[src/rtl/sn76489_mix_sequencer_if.sv]
// sn76489_mix_sequencer_if: register-write, attenuator and mix-output signals of the mix sequencer
interface sn76489_mix_sequencer_if;
  logic       sample_stb_i;
  logic       wr_i;
  logic [1:0] wr_ch_i;
  logic [3:0] wr_att_i;
  logic [3:0] level_i;
  logic [3:0] atten_sel_o;
  logic       factor_o;
  logic [7:0] product_i;
  logic [8:0] mix_o;
  logic       mix_vld_o;
  logic       busy_o;
  logic       overrun_o;
  logic       clr_ovr_i;
  modport slave (
    input  sample_stb_i, wr_i, wr_ch_i, wr_att_i, level_i, product_i, clr_ovr_i,
    output atten_sel_o, factor_o, mix_o, mix_vld_o, busy_o, overrun_o
  );
  modport master (
    output sample_stb_i, wr_i, wr_ch_i, wr_att_i, level_i, product_i, clr_ovr_i,
    input  atten_sel_o, factor_o, mix_o, mix_vld_o, busy_o, overrun_o
  );
endinterface

[src/rtl/sn76489_mix_sequencer.sv]
// sn76489_mix_sequencer: walks the channels through one shared attenuator and sums the products into a mixed sample.
// Define SN76489_MIX_SIGNED_EN for a bipolar (two's complement) mix; the default build produces a unipolar mix.
module sn76489_mix_sequencer #(
  parameter int NUM_CH = 4
) (
  input logic                    clock_i,
  input logic                    res_i,
  sn76489_mix_sequencer_if.slave bus
);
  localparam logic [1:0] IDLE = 2'd0, RUN = 2'd1, DONE = 2'd2;
  logic [1:0] state_q, state_d, ch_q, ch_d;
  logic [3:0] att_q [4];
  logic [3:0] satt_q [4];
  logic [3:0] slev_q;
  logic [8:0] acc_q, acc_d, mix_q, mix_d, contrib;
  logic       ovr_q, ovr_d, last, accept, lev;
  always_comb begin
    lev     = slev_q[ch_q];
    last    = ch_q == 2'(NUM_CH - 1);
    accept  = state_q == IDLE && bus.sample_stb_i;
`ifdef SN76489_MIX_SIGNED_EN
    contrib = lev ? {1'b0, bus.product_i} : -{1'b0, bus.product_i};
`else
    contrib = lev ? {1'b0, bus.product_i} : 9'd0;
`endif
    state_d = accept ? RUN : (state_q == RUN && last) ? DONE : (state_q == DONE) ? IDLE : state_q;
    ch_d    = state_q == RUN ? ch_q + 2'd1 : 2'd0;
    acc_d   = state_q == RUN ? acc_q + contrib : 9'd0;
    // the final sum lands in mix_q on the last RUN edge so it is already valid during DONE
    mix_d   = (state_q == RUN && last) ? acc_d : mix_q;
    ovr_d   = (bus.sample_stb_i && state_q != IDLE) ? 1'b1 : bus.clr_ovr_i ? 1'b0 : ovr_q;
  end
  always_ff @(posedge clock_i) begin
    if (res_i) begin
      state_q <= IDLE;
      ch_q    <= 2'd0;
      acc_q   <= 9'd0;
      mix_q   <= 9'd0;
      ovr_q   <= 1'b0;
      slev_q  <= 4'd0;
      for (int i = 0; i < 4; i++) begin
        att_q[i]  <= 4'hF;
        satt_q[i] <= 4'hF;
      end
    end else begin
      state_q <= state_d;
      ch_q    <= ch_d;
      acc_q   <= acc_d;
      mix_q   <= mix_d;
      ovr_q   <= ovr_d;
      if (bus.wr_i && int'(bus.wr_ch_i) < NUM_CH) att_q[bus.wr_ch_i] <= bus.wr_att_i;
      if (accept) begin
        satt_q <= att_q;
        slev_q <= bus.level_i;
      end
    end
  end
  assign bus.atten_sel_o = state_q == RUN ? satt_q[ch_q] : 4'hF;
`ifdef SN76489_MIX_SIGNED_EN
  assign bus.factor_o    = state_q == RUN;
`else
  assign bus.factor_o    = state_q == RUN && lev;
`endif
  assign bus.mix_o       = mix_q;
  assign bus.mix_vld_o   = state_q == DONE;
  assign bus.busy_o      = state_q != IDLE;
  assign bus.overrun_o   = ovr_q;
endmodule

[src/flat_wrapper.sv]
// flat-port wrapper written by rule: the top's interface ports become plain ports
module sn76489_mix_sequencer_flat 
#(
  parameter int NUM_CH = 4
)
  (clock_i, res_i, bus_sample_stb_i, bus_wr_i, bus_wr_ch_i, bus_wr_att_i, bus_level_i, bus_product_i, bus_clr_ovr_i, bus_atten_sel_o, bus_factor_o, bus_mix_o, bus_mix_vld_o, bus_busy_o, bus_overrun_o);
  sn76489_mix_sequencer_if bus_i ();
  input logic clock_i;
  input logic res_i;
  input wire logic [$bits(bus_i.sample_stb_i)-1:0] bus_sample_stb_i;
  input wire logic [$bits(bus_i.wr_i)-1:0] bus_wr_i;
  input wire logic [$bits(bus_i.wr_ch_i)-1:0] bus_wr_ch_i;
  input wire logic [$bits(bus_i.wr_att_i)-1:0] bus_wr_att_i;
  input wire logic [$bits(bus_i.level_i)-1:0] bus_level_i;
  input wire logic [$bits(bus_i.product_i)-1:0] bus_product_i;
  input wire logic [$bits(bus_i.clr_ovr_i)-1:0] bus_clr_ovr_i;
  output wire logic [$bits(bus_i.atten_sel_o)-1:0] bus_atten_sel_o;
  output wire logic [$bits(bus_i.factor_o)-1:0] bus_factor_o;
  output wire logic [$bits(bus_i.mix_o)-1:0] bus_mix_o;
  output wire logic [$bits(bus_i.mix_vld_o)-1:0] bus_mix_vld_o;
  output wire logic [$bits(bus_i.busy_o)-1:0] bus_busy_o;
  output wire logic [$bits(bus_i.overrun_o)-1:0] bus_overrun_o;
  assign bus_i.sample_stb_i = bus_sample_stb_i;
  assign bus_i.wr_i = bus_wr_i;
  assign bus_i.wr_ch_i = bus_wr_ch_i;
  assign bus_i.wr_att_i = bus_wr_att_i;
  assign bus_i.level_i = bus_level_i;
  assign bus_i.product_i = bus_product_i;
  assign bus_i.clr_ovr_i = bus_clr_ovr_i;
  assign bus_atten_sel_o = bus_i.atten_sel_o;
  assign bus_factor_o = bus_i.factor_o;
  assign bus_mix_o = bus_i.mix_o;
  assign bus_mix_vld_o = bus_i.mix_vld_o;
  assign bus_busy_o = bus_i.busy_o;
  assign bus_overrun_o = bus_i.overrun_o;
  sn76489_mix_sequencer #(.NUM_CH(NUM_CH)) u_core (.clock_i(clock_i), .res_i(res_i), .bus(bus_i));
endmodule
[config.mk]
export PLATFORM = sky130hd
export DESIGN_NAME = sn76489_mix_sequencer_flat
export DESIGN_NICKNAME = d
export VERILOG_FILES = /design/src/rtl/sn76489_mix_sequencer_if.sv /design/src/rtl/sn76489_mix_sequencer.sv /design/src/flat_wrapper.sv
export SDC_FILE = /design/constraint.sdc
export NUM_CORES = 1
export LEC_CHECK = 0
export CORE_MARGIN = 2
export CORE_UTILIZATION = 50
export DETAILED_ROUTE_END_ITERATION = 8
export PLACE_DENSITY = 0.75
export SETUP_SLACK_MARGIN = 0.05
export SLEW_MARGIN = 10
export SYNTH_ARGS = -nofsm -noshare
export SYNTH_HDL_FRONTEND = slang
export SYNTH_SLANG_ARGS = --single-unit
[constraint.sdc]
create_clock -name clock_i -period 5.1 [get_ports clock_i]
set_input_delay 0.765 -clock clock_i [delete_from_list [all_inputs] [get_ports clock_i]]
set_output_delay 0.765 -clock clock_i [all_outputs]
set_load 0.005 [all_outputs]
======== Yosys cells after proc, flatten, opt, wreduce, memory -nomap -nowiden ========
Index checks and enable logic that the tools add are counted.
cells by class
  $add $sub $neg .......................... 2
  multiply operators ...................... 0
  divide/modulo/power cells ............... 0
  $lt $le $gt $ge ......................... 4
  equality and inequality tests ........... 3
  shifts and indexed selects .............. 0
  mux-type cells .......................... 16
  bitwise gates (word level) .............. 3
  reduce and logical (&&, ||, !) cells .... 12
operators by type and width
  operator             number
  $bwmux 16            1
  $mux 4               4
  $add 9x9->9          1
  $mux 9               1
  $bmux 4 s2           1
  $demux 4 s2          1
  $mux 8               1
  $ge 3x3->1 const B   2
  $not 2->3            2
  $reduce_bool 2->1    3
  $logic_and 1x1->1    5
  $eq 2x2->1 const B   2
  $mux 1               4
  $mux 2               2
  $reduce_or 2->1      2
  $lt 2x3->1 const B   1
  $lt 3x1->1 const B   1
  $reduce_bool 3->1    1
  $add 2x1->2 const B  1
  $bmux 1 s2           1
  $eq 2x1->1 const B   1
  $logic_not 2->1      1
  $not 1->1            1
word-level totals
  register bits ........................... 59
  latch bits .............................. 0
  memory bits (writable) .................. 0
  bits in read-only memories .............. 0
  input bits .............................. 23
  output and inout bits ................... 17
  logic and storage cells ................. 55
  memories ................................ 0

======== Depth between registers and ports, before layout ========
  depth in word-level cells ............... 6
  mapped depth ............................ 9
  depth with buffers taken out ............ 8

======== Worst setup path before layout ========
OpenSTA, ideal clock, no wires.
  path kind ............................... register to register
  start ................................... reg u_core.ch_q[0]
  end ..................................... reg u_core.mix_q[6] (netlist: u_core.bus.mix_o[6])
  arrival ................................. 2.777 ns
  slack ................................... 2.237 ns
  cell stages (with the launch flop) ...... 10
  path buffers ............................ 1
  period minus slack after synthesis ...... 2.863 ns
  path through ............................ dfxtp_1 buf_2 mux4_2 and2_1 ha_1 fa_1 a211o_4 a2111oi_4 nor3b_1 o31ai_2
on the way
  longest elaborated chain between the ends .. 5
  elaborated cells between the ends (all ways) .. 7
  those cells by class .................... 1 x add/sub; 1 x eq/ne; 4 x mux; 1 x reduce/logical
RTL lines
  element                       line                         source
  start, declared               sn76489_mix_sequencer.sv:11  logic [1:0] state_q, state_d, ch_q, ch_d;
  start signal, assigned        sn76489_mix_sequencer.sv:47  ch_q <= ch_d;
  $bmux 1 s2                    sn76489_mix_sequencer.sv:18  lev = slev_q[ch_q];
  $mux 1 (not written as such)  sn76489_mix_sequencer.sv:18
  $mux 8                        sn76489_mix_sequencer.sv:24  contrib = lev ? {1'b0, bus.product_i} : 9'd0;
  $add 9x9->9                   sn76489_mix_sequencer.sv:28  acc_d = state_q == RUN ? acc_q + contrib : 9'd0;
  $mux 9                        sn76489_mix_sequencer.sv:28
  end signal, assigned          sn76489_mix_sequencer.sv:49  mix_q <= mix_d;
  end, declared                 sn76489_mix_sequencer.sv:15  logic [8:0] acc_q, acc_d, mix_q, mix_d, contrib;
Parallel ways exist; a longest one is shown, timed or not. The select of a mux whose other input is x is not followed.
A chain may end at the register's enable or synchronous reset.

======== Worst setup path after layout ========
  start ................................... reg u_core.ch_q[0]
  end ..................................... reg u_core.acc_q[8]
on the way
  longest elaborated chain between the ends .. 5
RTL lines
  element                       line                         source
  $bmux 1 s2                    sn76489_mix_sequencer.sv:18
  $mux 1 (not written as such)  sn76489_mix_sequencer.sv:18
  $mux 8                        sn76489_mix_sequencer.sv:24
  $add 9x9->9                   sn76489_mix_sequencer.sv:28
  $mux 9                        sn76489_mix_sequencer.sv:28
  end signal, assigned          sn76489_mix_sequencer.sv:37  acc_q <= 9'd0;
  end signal, assigned          sn76489_mix_sequencer.sv:48  acc_q <= acc_d;
  end, declared                 sn76489_mix_sequencer.sv:15
Every way passes these cells. The select of a mux whose other input is x is not followed.

==> results.py <==
metrics = {
    "status": {
        "outcome": "completed",
    },
    "power": {
        "p_total_uw": 1022,
        "power.density_nw_per_um2": 306.5,
        "p_leak_uw": 0.001385,
        "ir_drop_mv": 0.1817,
    },
    "critical_path": {
        "endpoint_kind": "flip-flop",
        "timing.reg2reg.setup_slack_ns": 1.94,
        "arrival_ns": 3.37,
        "cp.buffers_inverters": 0,
        "critPathRequiredTime_ns": 5.31,
        "start_kind": "flip-flop",
        "path_class": "reg2reg",
        "crit_chain": "mux4_2 -> and2_1 -> ha_1 -> fa_1 -> a211o_4 -> a211oi_2 -> o21ai_0 -> nor3b_2",
        "crit_fanout": 9,
        "critPathSlowestCell": "mux4_2",
        "max_stage_delay_ns": 0.65,
        "path_delay_family": "compound AO/OA/AOI/OAI gates",
    },
    "timing": {
        "skew_ns": 0.007942,
        "slew_headroom": 0.5257,
        "setup_viol": 0,
        "hold_viol": 0,
        "slew_violations": 0,
        "fin_setup_tns_ns": 0,
        "setup_ws_ns": 1.944,
        "tightest_slew_ns": 0.7105,
        "max_freq_ghz": 0.3168,
        "whs_ns": 0.4562,
        "rsz0062_at_grt": "no",
        "finalCritPeriodShare": 0.6189,
        "layout_min_cycle_time_ns": 3.156,
    },
    "grt": {
        "grt.total_usage": 0.2064,
        "grt_pass1_wl_mm": 9.542,
        "grtUsageMet2": 0.3130,
        "grt_overflow": 0,
        "grt.busiest_layer": "met2",
        "antenna_found_initial": 0,
        "use_met1": 0.2747,
        "grt_pass1_vias": 1987,
        "gr-usage-met3": 0.07059,
        "grt_max_degree": 47,
    },
    "clock_network": {
        "cts_root_buf": "clkbuf_8",
        "cts_tree": "built",
        "cts_sinks": 59,
        "htreeDepth": 3,
        "cts_setup_buffers": 0,
        "cts_hold_buf": 0,
        "clk_path_buf_depth": 2,
        "cts-resized-gates": 0,
        "clk_latency_ns": 0.33,
        "cts_buffers": 9,
        "clkSlewWorstSetupHoldPaths_ns": 0.06,
    },
    "place": {
        "place_hpwl_mm": 3.817,
        "place_area_sq_um": 3124,
        "port_buffers": 39,
        "gp_congestion": 0.8117,
        "pre_cts_ws_ns": 1.944,
    },
    "run": {
        "maxCapViolations": 0,
    },
    "floorplan": {
        "dieArea_sq_um": 5970,
        "die_w_um": 77.27,
        "die_h_um": 77.27,
        "core_sq_um": 5140,
        "pin_count": 40,
        "initial_utilization": 0.5222,
        "floorplan.rows": 26,
    },
    "drt": {
        "avgRoutedWirePerCell_um": 14.73,
        "routed_via_density": 5.404,
        "dr.pass1.iters": 4,
        "route.detailed.drc": 0,
        "postRouteAntennaNets": 0,
        "dr_total_vias": 2059,
        "wl_mm": 5.614,
        "drt-initial-drc-count": 64,
    },
    "yosys": {
        "yosysSeqAreaShare": 0.4401,
        "ys_ff_latch": 59,
        "synthCells": 265,
        "ys_types": 45,
        "synth_area_sq_um": 2684,
        "synth_warnings": 0,
        "avgSynthCellArea_sq_um": 10.13,
        "synth.net_count": 298,
    },
    "worst_hold_path": {
        "min_path_type": "reg2reg",
    },
    "final_layout": {
        "areaGrowthSynthToFinish_pct": 24.20,
        "n_antenna_cell": 0,
        "final_cell_mix": "59 x dfxtp_1, 41 x nand2_1, 39 x clkdlybuf4s50_1",
        "drive_above_1_share": 0.09325,
        "nets": 339,
        "final_common_cell": "dfxtp_1",
        "fillers": 455,
        "final_cell_area_sq_um": 3333,
    },
}
-- sequential cells by signal (all words and copies together) (netlist names) --
name and count:
u_core.bus.overrun_o 1, u_core.state_q 2, u_core.ch_q 2, u_core.att_q 16, u_core.satt_q 16, u_core.slev_q 4, u_core.acc_q 9, u_core.bus.mix_o 9
-- layer usage --
metal  routed length (um)  vias up  share of wire
met5                    0        -              0
met2                 2507       49           0.45
met1                 2711      971           0.48
met4                   88        0          0.016
met3                  307       10          0.055
li1                     -     1029              -
-- Yosys cell counts (all sizes together) --
library cell,n,area share
dfxtp,59,0.44
nand2,41,0.057
mux2i,37,0.14
and2,10,0.023
nor2,10,0.014
ha,9,0.042
a21oi,8,0.015
inv,7,0.0098
nand3,7,0.013
clkbuf,6,0.0084
nand2b,6,0.014
a211oi,5,0.018
mux4,5,0.042
nand3b,5,0.014
o21ai,5,0.0093
a211o,4,0.016
and3,4,0.0093
buf,4,0.0093
nor3,4,0.0075
nor3b,4,0.015
o21a,4,0.011
a21o,2,0.0056
a31oi,2,0.0047
or3,2,0.0047
a2111oi,1,0.010
a221o,1,0.0037
a32o,1,0.0037
and2b,1,0.0028
and3b,1,0.0033
and4,1,0.0033
fa,1,0.0075
nor2b,1,0.0023
nor4,1,0.0023
o2111ai,1,0.0033
o211a,1,0.0037
o22ai,1,0.0023
o31ai,1,0.0047
or2,1,0.0023
xnor2,1,0.0033
-- cells by family after synthesis --
| kind of cell | share of synthesized area |
|---|---|
| muxes | 0.1800 |
| and+or+nand+nor | 0.1884 |
| adders and majority gates | 0.04942 |
| DFF | 0.4401 |
| AOI/OAI and AO/OA | 0.1114 |
| xor gates and xnor gates | 0.003264 |
| buffers and inverters | 0.02750 |
-- report_power, final --
part | internal (uW) | switching [uW] | leakage [uW]
sequential | 472 | 7.54 | 0.000479
clock | 274 | 182 | 0.000103
combinational | 44.8 | 41.9 | 0.000802
total | 790 | 231 | 0.00139
-- stage by stage --
stage | std cells | util
floorplan | 265 | -
global placement | 365 | 0.6078
detailed placement | 365 | 0.6078
CTS | 381 | 0.6485
global route | 381 | 0.6485
finish | 381 | 0.6485
-- final cells by class --
| type | count | area [sq um] | share of cell area |
|---|---|---|---|
| clock buffer | 11 | 131.4 | 0.03941 |
| sequential | 59 | 1181 | 0.3544 |
| timing repair buffer | 40 | 397.9 | 0.1194 |
| tap | 70 | 87.58 | 0.02628 |
| inverter | 7 | 26.28 | 0.007883 |
| clock inverter | 5 | 77.57 | 0.02327 |
| multi-input combinational | 189 | 1431 | 0.4294 |
-- path summary, 6_finish.rpt --
check | startpoint | depth (start not counted) | endpoint
max | u_core.ch_q[0]$_SDFF_PP0_ | 8 | u_core.acc_q[8]$_SDFF_PP0_
min | u_core.bus.mix_o[4]$_SDFFE_PP0P_ | 2 | u_core.bus.mix_o[4]$_SDFFE_PP0P_
max reg2reg | u_core.ch_q[0]$_SDFF_PP0_ | 8 | u_core.acc_q[8]$_SDFF_PP0_
min reg2reg | u_core.bus.mix_o[4]$_SDFFE_PP0P_ | 2 | u_core.bus.mix_o[4]$_SDFFE_PP0P_
-- worst register-to-register path, stage by stage (launching register included) --
cell and delay [ns]:
dfxtp_1 0.60, mux4_2 0.65, and2_1 0.20, ha_1 0.22, fa_1 0.44, a211o_4 0.38
a211oi_2 0.29, o21ai_0 0.11, nor3b_2 0.16
Note: power is estimated with default switching activity, not from simulation.
